<file path="src/rtl/dtw_result_filter_if.sv">
// Result-FIFO read port and AXI4-Stream master bundle for dtw_result_filter.
interface dtw_result_filter_if #(
  parameter int unsigned AXIS_WIDTH = 32
);
  logic                  res_fifo_rden;
  logic                  res_fifo_empty;
  logic [31:0]           res_fifo_data;
  logic [AXIS_WIDTH-1:0] m_axis_tdata;
  logic                  m_axis_tvalid;
  logic                  m_axis_tready;
  logic                  m_axis_tlast;

  modport master (
    output res_fifo_rden,
    input  res_fifo_empty,
    input  res_fifo_data,
    output m_axis_tdata,
    output m_axis_tvalid,
    input  m_axis_tready,
    output m_axis_tlast
  );

  modport slave (
    input  res_fifo_rden,
    output res_fifo_empty,
    output res_fifo_data,
    input  m_axis_tdata,
    input  m_axis_tvalid,
    output m_axis_tready,
    input  m_axis_tlast
  );
endinterface

</file>
<file path="src/rtl/dtw_result_filter.sv">
// Drains 3-word DTW result records and forwards those scoring at or below a
// threshold as 3-beat AXI4-Stream packets; the rest are dropped and counted.
module dtw_result_filter #(
  parameter int unsigned AXIS_WIDTH = 32,
  parameter int unsigned WIDTH      = 16
) (
  input  logic               clk,
  input  logic               rst_n,
  input  logic               filter_en,
  input  logic [WIDTH-1:0]   thresh,
  dtw_result_filter_if.master bus,
  output logic               busy,
  output logic [31:0]        pass_count,
  output logic [31:0]        drop_count
);

  localparam int unsigned CNT_W = 32;
  localparam int unsigned IDX_W = 2;

  typedef enum logic [1:0] {
    FETCH  = 2'd0,
    DECIDE = 2'd1,
    SEND   = 2'd2
  } state_e;

  state_e                          state_q, state_d;
  logic [IDX_W-1:0]                iss_q, iss_d;
  logic [IDX_W-1:0]                cap_q, cap_d;
  logic                            rd_vld_q, rd_vld_d;
  logic [2:0][AXIS_WIDTH-1:0]      rec_q, rec_d;
  logic [IDX_W-1:0]                beat_q, beat_d;
  logic                            tvalid_q, tvalid_d;
  logic [AXIS_WIDTH-1:0]           tdata_q, tdata_d;
  logic                            tlast_q, tlast_d;
  logic                            busy_q, busy_d;
  logic [CNT_W-1:0]                pass_q, pass_d;
  logic [CNT_W-1:0]                drop_q, drop_d;
  logic                            rden_c;
  logic                            pass_c;
  logic [IDX_W-1:0]                nxt_beat_c;

  // State and output registers
  always_ff @(posedge clk or negedge rst_n) begin
    if (!rst_n) begin
      state_q  <= FETCH;
      iss_q    <= '0;
      cap_q    <= '0;
      rd_vld_q <= 1'b0;
      rec_q    <= '0;
      beat_q   <= '0;
      tvalid_q <= 1'b0;
      tdata_q  <= '0;
      tlast_q  <= 1'b0;
      busy_q   <= 1'b0;
      pass_q   <= '0;
      drop_q   <= '0;
    end else begin
      state_q  <= state_d;
      iss_q    <= iss_d;
      cap_q    <= cap_d;
      rd_vld_q <= rd_vld_d;
      rec_q    <= rec_d;
      beat_q   <= beat_d;
      tvalid_q <= tvalid_d;
      tdata_q  <= tdata_d;
      tlast_q  <= tlast_d;
      busy_q   <= busy_d;
      pass_q   <= pass_d;
      drop_q   <= drop_d;
    end
  end

  // Next-state and output decode
  always_comb begin
    state_d    = state_q;
    iss_d      = iss_q;
    cap_d      = cap_q;
    rec_d      = rec_q;
    beat_d     = beat_q;
    tvalid_d   = tvalid_q;
    tdata_d    = tdata_q;
    tlast_d    = tlast_q;
    pass_d     = pass_q;
    drop_d     = drop_q;
    rden_c     = 1'b0;
    pass_c     = 1'b0;
    nxt_beat_c = beat_q + IDX_W'(1);

    unique case (state_q)
      FETCH: begin
        rden_c = rst_n && !bus.res_fifo_empty && (iss_q != IDX_W'(3));
        if (rden_c) iss_d = iss_q + IDX_W'(1);
        if (rd_vld_q) begin
          rec_d[cap_q] = bus.res_fifo_data;
          cap_d        = cap_q + IDX_W'(1);
          // Third word lands: record complete, counters rearm for the next one
          if (cap_q == IDX_W'(2)) begin
            state_d = DECIDE;
            iss_d   = '0;
            cap_d   = '0;
          end
        end
      end

      DECIDE: begin
        pass_c = !filter_en || (rec_q[2][WIDTH-1:0] <= thresh);
        if (pass_c) begin
          state_d  = SEND;
          beat_d   = '0;
          tvalid_d = 1'b1;
          tdata_d  = rec_q[0];
          tlast_d  = 1'b0;
        end else begin
          state_d = FETCH;
          if (drop_q != '1) drop_d = drop_q + CNT_W'(1);
        end
      end

      SEND: begin
        if (tvalid_q && bus.m_axis_tready) begin
          if (beat_q == IDX_W'(2)) begin
            state_d  = FETCH;
            beat_d   = '0;
            tvalid_d = 1'b0;
            tdata_d  = '0;
            tlast_d  = 1'b0;
            if (pass_q != '1) pass_d = pass_q + CNT_W'(1);
          end else begin
            beat_d  = nxt_beat_c;
            tdata_d = rec_q[nxt_beat_c];
            tlast_d = (nxt_beat_c == IDX_W'(2));
          end
        end
      end

      default: state_d = FETCH;
    endcase

    rd_vld_d = rden_c;
    busy_d   = !((state_d == FETCH) && (iss_d == '0));
  end

  assign bus.res_fifo_rden = rden_c;
  assign bus.m_axis_tvalid = tvalid_q;
  assign bus.m_axis_tdata  = tdata_q;
  assign bus.m_axis_tlast  = tlast_q;
  assign busy              = busy_q;
  assign pass_count        = pass_q;
  assign drop_count        = drop_q;

endmodule
</file>
<file path="src/flat_wrapper.sv">
// flat-port wrapper written by rule: the top's interface ports become plain ports
module dtw_result_filter_flat 
#(
  parameter int unsigned AXIS_WIDTH = 32,
  parameter int unsigned WIDTH      = 16
)
  (clk, rst_n, filter_en, thresh, busy, pass_count, drop_count, bus_res_fifo_rden, bus_res_fifo_empty, bus_res_fifo_data, bus_m_axis_tdata, bus_m_axis_tvalid, bus_m_axis_tready, bus_m_axis_tlast);
  dtw_result_filter_if #(.AXIS_WIDTH(AXIS_WIDTH)) bus_i ();
  input  logic clk;
  input  logic rst_n;
  input  logic filter_en;
  input  logic [WIDTH-1:0] thresh;
  output logic busy;
  output logic [31:0] pass_count;
  output logic [31:0] drop_count;
  output wire logic [$bits(bus_i.res_fifo_rden)-1:0] bus_res_fifo_rden;
  input wire logic [$bits(bus_i.res_fifo_empty)-1:0] bus_res_fifo_empty;
  input wire logic [$bits(bus_i.res_fifo_data)-1:0] bus_res_fifo_data;
  output wire logic [$bits(bus_i.m_axis_tdata)-1:0] bus_m_axis_tdata;
  output wire logic [$bits(bus_i.m_axis_tvalid)-1:0] bus_m_axis_tvalid;
  input wire logic [$bits(bus_i.m_axis_tready)-1:0] bus_m_axis_tready;
  output wire logic [$bits(bus_i.m_axis_tlast)-1:0] bus_m_axis_tlast;
  assign bus_res_fifo_rden = bus_i.res_fifo_rden;
  assign bus_i.res_fifo_empty = bus_res_fifo_empty;
  assign bus_i.res_fifo_data = bus_res_fifo_data;
  assign bus_m_axis_tdata = bus_i.m_axis_tdata;
  assign bus_m_axis_tvalid = bus_i.m_axis_tvalid;
  assign bus_i.m_axis_tready = bus_m_axis_tready;
  assign bus_m_axis_tlast = bus_i.m_axis_tlast;
  dtw_result_filter #(.AXIS_WIDTH(AXIS_WIDTH), .WIDTH(WIDTH)) u_core (.clk(clk), .rst_n(rst_n), .filter_en(filter_en), .thresh(thresh), .bus(bus_i), .busy(busy), .pass_count(pass_count), .drop_count(drop_count));
endmodule
</file>
<file path="config.mk">
export PLATFORM = sky130hd
export DESIGN_NAME = dtw_result_filter_flat
export DESIGN_NICKNAME = d
export VERILOG_FILES = /design/src/rtl/dtw_result_filter_if.sv /design/src/rtl/dtw_result_filter.sv /design/src/flat_wrapper.sv
export SDC_FILE = /design/constraint.sdc
export NUM_CORES = 1
export LEC_CHECK = 0
export CORE_MARGIN = 1
export CORE_UTILIZATION = 56
export CTS_BUF_LIST = sky130_fd_sc_hd__clkbuf_2
export CTS_CLUSTER_SIZE = 14
export DETAILED_ROUTE_END_ITERATION = 8
export HOLD_SLACK_MARGIN = 0.1
export PLACE_DENSITY = 0.83
export SLEW_MARGIN = 20
export SYNTH_ARGS = -nofsm -noshare
export SYNTH_HDL_FRONTEND = slang
export SYNTH_SLANG_ARGS = --single-unit
</file>
<file path="constraint.sdc">
create_clock -name clk -period 3 [get_ports clk]
set_input_delay 0.3 -clock clk [delete_from_list [all_inputs] [get_ports clk]]
set_output_delay 0.3 -clock clk [all_outputs]
set_load 0.01 [all_outputs]
</file>
==> results of run 1 <==
==> layout by cell type (no fill, tap or decap), types with 2 or more instances in the layout <==
cell / n
or4_1: 2
a21oi_1: 40
nand4b_1: 2
xor2_1: 13
nand4_1: 32
xnor2_1: 49
a21o_1: 3
and3_1: 18
nor2_1: 48
mux2_1: 28
inv_1: 57
clkbuf_2: 77
nor3_1: 7
o22ai_1: 32
nand2_1: 159
and4_1: 10
o21ai_0: 38
ha_1: 25
mux2i_1: 34
clkdlybuf4s50_1: 150
clkinv_1: 7
and2_1: 7
buf_4: 22
nand2b_1: 3
mux2_2: 39
dfrtp_1: 203
buf_12: 3
a211oi_1: 2
dlygate4sd3_1: 30
nand3_1: 21
or3_1: 2
==> worst max-delay path by stage <==
stage	end	slack [ns]
after global routing	u_core.bus.m_axis_tdata[17]	0.29
after detailed placement	u_core.bus.m_axis_tdata[25]	0.002
final	u_core.bus.m_axis_tdata[21]	0.38
after CTS	bus_res_fifo_rden	0.05
after global placement	u_core.bus.m_axis_tdata[31]	0.07
after floorplan	u_core.pass_count[23]	0.44
==> registers in the layout (all words and copies together) (netlist names) <==
signal,count
u_core.beat_q,1
u_core.bus.m_axis_tdata,32
u_core.bus.m_axis_tlast,1
u_core.bus.m_axis_tvalid,1
u_core.busy,1
u_core.cap_q,2
u_core.drop_count,32
u_core.iss_q,2
u_core.pass_count,32
u_core.rd_vld_q,1
u_core.rec_q,96
u_core.state_q,2
==> through the flow <==
stage          instances  power (µW)  setup WS (ns)
2_1_floorplan        939        7149         0.4391
3_3_place_gp        1293        8576        0.06971
3_5_place_dp        1293        8760       0.002343
4_1_cts             1407       10560        0.05269
5_1_grt             1408       11260         0.2904
6_report            1408       10540         0.3754
==> worst reg2reg max path, cell delays in order (launching register included) <==
cell and delay, ns:
dfrtp_1 0.43, ha_1 0.33, a21o_1 0.17, a21o_1 0.19, a2111oi_4 0.48, a31oi_4 0.19
nor2_8 0.19, buf_12 0.18, mux2_1 0.34
==> layer usage <==
metal	vias to the layer above	wire length, µm	share of wire, %	track usage [%]
li1	3671	-	-	-
met2	260	11830	50	46.76
met3	40	1292	5.5	4.795
met1	3862	10020	42	34.78
met4	0	462	2.0	10.92
met5	-	0	0	0
==> cells by family (layout without fill, tap and decap cells) <==
family / count (synthesis) / count (layout) / synth area share (%)
and+or+nand+nor: 324 / 324 / 15.81
AOI/OAI and AO/OA: 122 / 122 / 7.398
other: 0 / 1 / 0
adders and majority gates: 26 / 26 / 3.351
DFF: 203 / 203 / 52.33
muxes: 101 / 101 / 11.28
buffers and inverters: 101 / 349 / 4.240
xor gates and xnor gates: 62 / 62 / 5.593
==> area by class of cell <==
class / instances / area, µm²
clock inverters: 7 / 26.28
multi-input cells: 635 / 4243
diodes: 1 / 2.502
inverters: 57 / 214.0
clock buffers: 77 / 385.4
repair buffers: 208 / 2064
well taps: 220 / 275.3
fillers: 1253 / 4469
flip-flops and latches: 203 / 5080
==> power by group <==
part | leakage [µW] | internal (µW) | total, µW | switching (µW)
Sequential | 0.00255 | 3700 | 4310 | 615
Combinational | 0.00272 | 2200 | 4490 | 2290
Clock | 0.000331 | 664 | 1730 | 1070
Total | 0.00559 | 6560 | 10500 | 3980
==> what timing repair did <==
item	4_1_cts	5_1_grt
resized for setup	1	2
pin swaps	0	0
endpoints found under the setup margin	1	1
hold buffers	30	0
endpoints found under the hold margin	94	0
==> impl_metrics.yaml, run 1 <==
drt:
  drt-total-wl_mm: 23.61
  vias: 7833
  drt_iter0_drc: 378
  via_per_inst: 5.563
  firstDrtPassIters: 5
  drc: 0
  post_drt_wl_per_cell_um: 16.76
  drtAntennaViolNets: 0
yosys:
  syn_inst: 939
  synth_top_cell_by_area: "dfrtp_1"
  synth_ff_type: "dfrtp_1"
  synth-seq-area-share_pct: 52.33
  synthesis.area_mm2: 0.009708
  ys_warn_count: 0
  synth_area_leaders: "dfrtp_1 (52%), nand2_1 (6.1%), mux2_2 (4.5%)"
  synth_cell_type_count: 46
  synthTopCellsByCount: "dfrtp_1 (203), nand2_1 (159), inv_1 (57)"
  avgSynthCellArea_um2: 10.34
  synth_top_area_share_pct: 52.33
  synth_nets: 1018
  ys_ff_latch: 203
  synth_most_common_cell: "dfrtp_1"
  async_flop_share_pct: 100.0
  synth_edf_count: 0
sta:
  fin_tns_setup_ns: 0
  drv_slew: 0
  post-route-period-util_pct: 87.49
  fmax_mhz: 381.0
  max_slew.worst_pin.slew_ns: 0.9291
  hold_viol_final: 0
  setup_viol: 0
  rsz0062_at_grt: "no"
  skew_ns: 0.05333
  relSlewSlack_pct: 38.06
  holdWs_ns: 0.1698
  fin_crit_ns: 2.625
clock_network:
  h-tree-depth: 2
  root_buffer: "clkbuf_2"
  cts_setup_buffers: 0
  clk_pin_slew_ns: 0.10
  clk_latency_ns: 0.80
  clock_path_buffers: 3
  cts.sinks: 203
  cts_tree: "done"
  numCtsBuffers: 51
run_status:
  status: "finished, final reports clean"
worst_setup_path:
  cp_num_buf_inv: 1
  cp_max_fo: 16
  r2r_slack_ns: 0.38
  cp_slowest_stage_delay_ns: 0.48
  path_delay_family: "compound AO/OA/AOI/OAI gates"
  crit_top_cell: "a21o_1"
  cp_cell_sequence: "ha_1, a21o_1, a21o_1, a2111oi_4, a31oi_4, nor2_8, buf_12, mux2_1"
  worstSetupEndpointType: "flop"
  crit_start: "u_core.rec_q[77]"
  crit_type: "flop to flop"
  reg2reg_depth: 8
  critPathRequiredTime_ns: 3.66
  start_kind: "flop"
  path_depth: 8
  timing.rr.end: "u_core.bus.m_axis_tdata[21]"
  crit_arrival_ns: 3.28
  r2r_start: "u_core.rec_q[77]"
  slowest_stage: "a2111oi_4"
final_layout:
  drive_above_1_share_pct: 13.06
  design_area_mm2: 0.01229
  nets: 1235
  area_growth_syn_to_layout_pct: 26.60
  fin_util_pct: 73.33
global_routing:
  grt_pass1_wl_mm: 38.84
  grt_max_degree: 81
  grt_pass1_vias: 7937
  grt_usage_pct: 27.43
  antenna_found_initial: 1
  overflow: 0
place:
  placed_area_mm2: 0.01156
  place_hpwl_mm: 15.07
  gp_congestion: 0.8414
  place.port_buffers: 152
power_and_ir_drop:
  ir_drop_mv: 0.4853
  leakagePower_uw: 0.005594
  p_per_area_mw_per_mm2: 857.5
min_path:
  whs_endpoint: "u_core.rec_q[78]"
  hold_start: "bus_res_fifo_data[14]"
  hold_class: "input port to flop"
  hold_depth: 3
floorplan:
  num_io_pins: 153
  core-area_mm2: 0.01676
  die_y_um: 133.7
  rows: 47
  start_util_pct: 57.92
  die_area_mm2: 0.01787
  dieWidth_um: 133.7
run:
  max_cap_viol_count: 0
(Power assumes the default switching activity.)
==> run 2, diff against run 1 <==
--- a/config.mk
+++ b/config.mk
@@ -5,13 +5,14 @@
 export SDC_FILE = /design/constraint.sdc
 export NUM_CORES = 1
 export LEC_CHECK = 0
-export CORE_MARGIN = 1
-export CORE_UTILIZATION = 56
+export CELL_PAD_IN_SITES_DETAIL_PLACEMENT = 0
+export CELL_PAD_IN_SITES_GLOBAL_PLACEMENT = 1
+export CORE_UTILIZATION = 44
 export CTS_BUF_LIST = sky130_fd_sc_hd__clkbuf_2
 export CTS_CLUSTER_SIZE = 14
 export DETAILED_ROUTE_END_ITERATION = 8
-export HOLD_SLACK_MARGIN = 0.1
-export PLACE_DENSITY = 0.83
+export HOLD_SLACK_MARGIN = 0.03
+export PLACE_DENSITY_LB_ADDON = 0.1
 export SLEW_MARGIN = 20
 export SYNTH_ARGS = -nofsm -noshare
 export SYNTH_HDL_FRONTEND = slang
==> run 2 against run 1 <==
  * Routed wire length increased by 4.1%
  * Clock power increased by 13%
  * Highest routed layer unchanged
  * Critical endpoint is now u_core.bus.m_axis_tdata[5]
  * Register-to-register slack improved by 0.02 ns
  * Combinational power decreased by 0.9%
  * Sequential share of layout area decreased by 0.20 points
  * Worst setup slack improved by 0.019 ns
  * Worst hold slack got worse by 0.073 ns
  * Non-clock buffer count decreased by 13
==> impl_metrics.yaml, run 2 (same netlist as run 1, synthesis figures left out) <==
place:
  gp_congestion: 0.7953
  place.port_buffers: 152
  place_hpwl_mm: 15.28
  pre_cts_ws_ns: 0.01408
global_routing:
  grt_pass1_vias: 7585
  grt_pass1_wl_mm: 39.80
  antenna_found_initial: 2
  grt_max_degree: 131
  grt_usage_pct: 22.54
  overflow: 0
worst_setup_path:
  crit_type: "flop to flop"
  worstSetupEndpointType: "flop"
  crit_start: "u_core.rec_q[77]"
  start_kind: "flop"
  critPathRequiredTime_ns: 3.67
  cp_max_fo: 19
  crit_arrival_ns: 3.28
  r2r_start: "u_core.rec_q[77]"
sta:
  skew_ns: 0.04081
  fin_crit_ns: 2.605
  hold_viol_final: 0
  setup_viol: 0
  max_slew.worst_pin.slew_ns: 0.9333
  fin_tns_setup_ns: 0
  drv_slew: 0
  rsz0062_at_grt: "no"
  relSlewSlack_pct: 37.78
  post-route-period-util_pct: 86.84
  setup_ws_ns: 0.3948
  fmax_mhz: 383.8
clock_network:
  h-tree-depth: 2
  clock_path_buffers: 3
  cts_setup_buffers: 0
  clk_pin_slew_ns: 0.09
  clk_latency_ns: 0.81
  cts.sinks: 203
  numCtsBuffers: 57
  cts_tree: "done"
  root_buffer: "clkbuf_2"
drt:
  post_drt_wl_per_cell_um: 16.70
  vias: 7516
  drc: 0
  drt_iter0_drc: 308
  firstDrtPassIters: 4
  via_per_inst: 5.106
  drtAntennaViolNets: 0
  drt-total-wl_mm: 24.58
final_layout:
  drive_above_1_share_pct: 13.99
  regMostFlops: "u_core.rec_q"
  final_cell_mix: "dfrtp_1 (203), nand2_1 (158), clkdlybuf4s50_1 (150)"
  nets: 1228
  layout_commonest_cell: "dfrtp_1"
  area_growth_syn_to_layout_pct: 27.21
  largest_register_ffs: 96
min_path:
  hold_start: "bus_res_fifo_data[23]"
  hold_class: "input port to flop"
power_and_ir_drop:
  leakagePower_uw: 0.005610
  p_per_area_mw_per_mm2: 865.2
  p_int_uw: 6641
  switching_power_uw: 4044
  sequentialPowerShare_pct: 40.0
  p_sw_share_pct: 37.85
  p_comb_share_pct: 41.6
  p_clk_share_pct: 18.3
  ir_drop_mv: 0.5453
floorplan:
  rows: 53
  core-area_mm2: 0.02135
  die_y_um: 150.5
  num_io_pins: 153
  start_util_pct: 45.46
  dieWidth_um: 150.5
  die_area_mm2: 0.02266
run:
  max_cap_viol_count: 0
run_status:
  status: "finished, final reports clean"
-- run 2: cell count changes in the layout (fill, tap and decap cells not counted), sizes merged --
cell,delta
clkinv,+6
inv,+1
dlygate4sd3,-9
diode,+2
clkbuf,+13
buf,-4
-- run 2: stage by stage --
step	hold slack, ns	total power (µW)	cells	utilization (%)	instance area, µm²
2_1_floorplan	0.004409	7149	939	-	9708
3_3_place_gp	0.4580	8685	1344	54.39	11610
3_5_place_dp	0.4669	8785	1344	54.39	11610
4_1_cts	0.03173	10820	1469	57.76	12330
5_1_grt	0.05800	11540	1471	57.82	12350
6_report	0.09656	10680	1472	57.83	12350
-- run 2: power groups by stage --
stage          clock network [µW]  logic [µW]  registers, µW
6_report                     1960        4450           4280
3_5_place_dp                    0        4450           4330
4_1_cts                      2040        4500           4280
2_1_floorplan                   0        2880           4270
3_3_place_gp                    0        4380           4310
5_1_grt                      2210        4930           4400
-- run 2: timing repair --
item / 4_1_cts / 5_1_grt
resized for setup: 1 / 2
hold buffers: 21 / 0
endpoints found under the hold margin: 228 / 0
setup endpoints to repair: 1 / 1
pin swaps: 0 / 0
-- run 2: critical path, cell delays in order, from the launching register on --
cell and delay (ns):
dfrtp_1 0.42, ha_1 0.32, a21o_1 0.16, a21o_1 0.19, a2111oi_4 0.48, a31oi_4 0.20
nor2_8 0.17, buf_12 0.19, mux2_1 0.34
-- run 2: layer usage --
metal | part of all wire [%] | GRT usage, %
met1 | 47 | 31.08
met5 | 0 | 0
met3 | 4.6 | 4.545
met4 | 1.3 | 7.121
met2 | 47 | 35.51
-- run 2: path summary, 6_finish.rpt --
check	depth (start not counted)	to	slack, ns
worst max-delay path	8	u_core.bus.m_axis_tdata[5]	0.39
worst min-delay path	3	u_core.rec_q[87]	0.1
worst max register to register	8	u_core.bus.m_axis_tdata[5]	0.39
worst min register to register	2	u_core.rec_q[80]	0.48
max in group asynchronous	3	u_core.drop_count[21]	2.00
min in group asynchronous	3	u_core.bus.m_axis_tvalid	0.22
-- run 2: area by class of cell --
| type | count | area, µm² |
|---|---|---|
| fill | 1927 | 9004 |
| tap | 275 | 344.1 |
| inverter | 57 | 214.0 |
| clock buffer | 90 | 450.4 |
| sequential | 203 | 5080 |
| antenna | 3 | 7.507 |
| clock inverter | 14 | 52.55 |
| multi-input combinational | 635 | 4248 |
| timing repair buffer | 195 | 1953 |
==> run 3, diff against run 2 <==
--- a/config.mk
+++ b/config.mk
@@ -5,6 +5,7 @@
 export SDC_FILE = /design/constraint.sdc
 export NUM_CORES = 1
 export LEC_CHECK = 0
+export CAP_MARGIN = 20
 export CELL_PAD_IN_SITES_DETAIL_PLACEMENT = 0
 export CELL_PAD_IN_SITES_GLOBAL_PLACEMENT = 1
 export CORE_UTILIZATION = 44
==> results of run 3 <==
No change in the layout: final DEF, timing and power equal those of run 2.
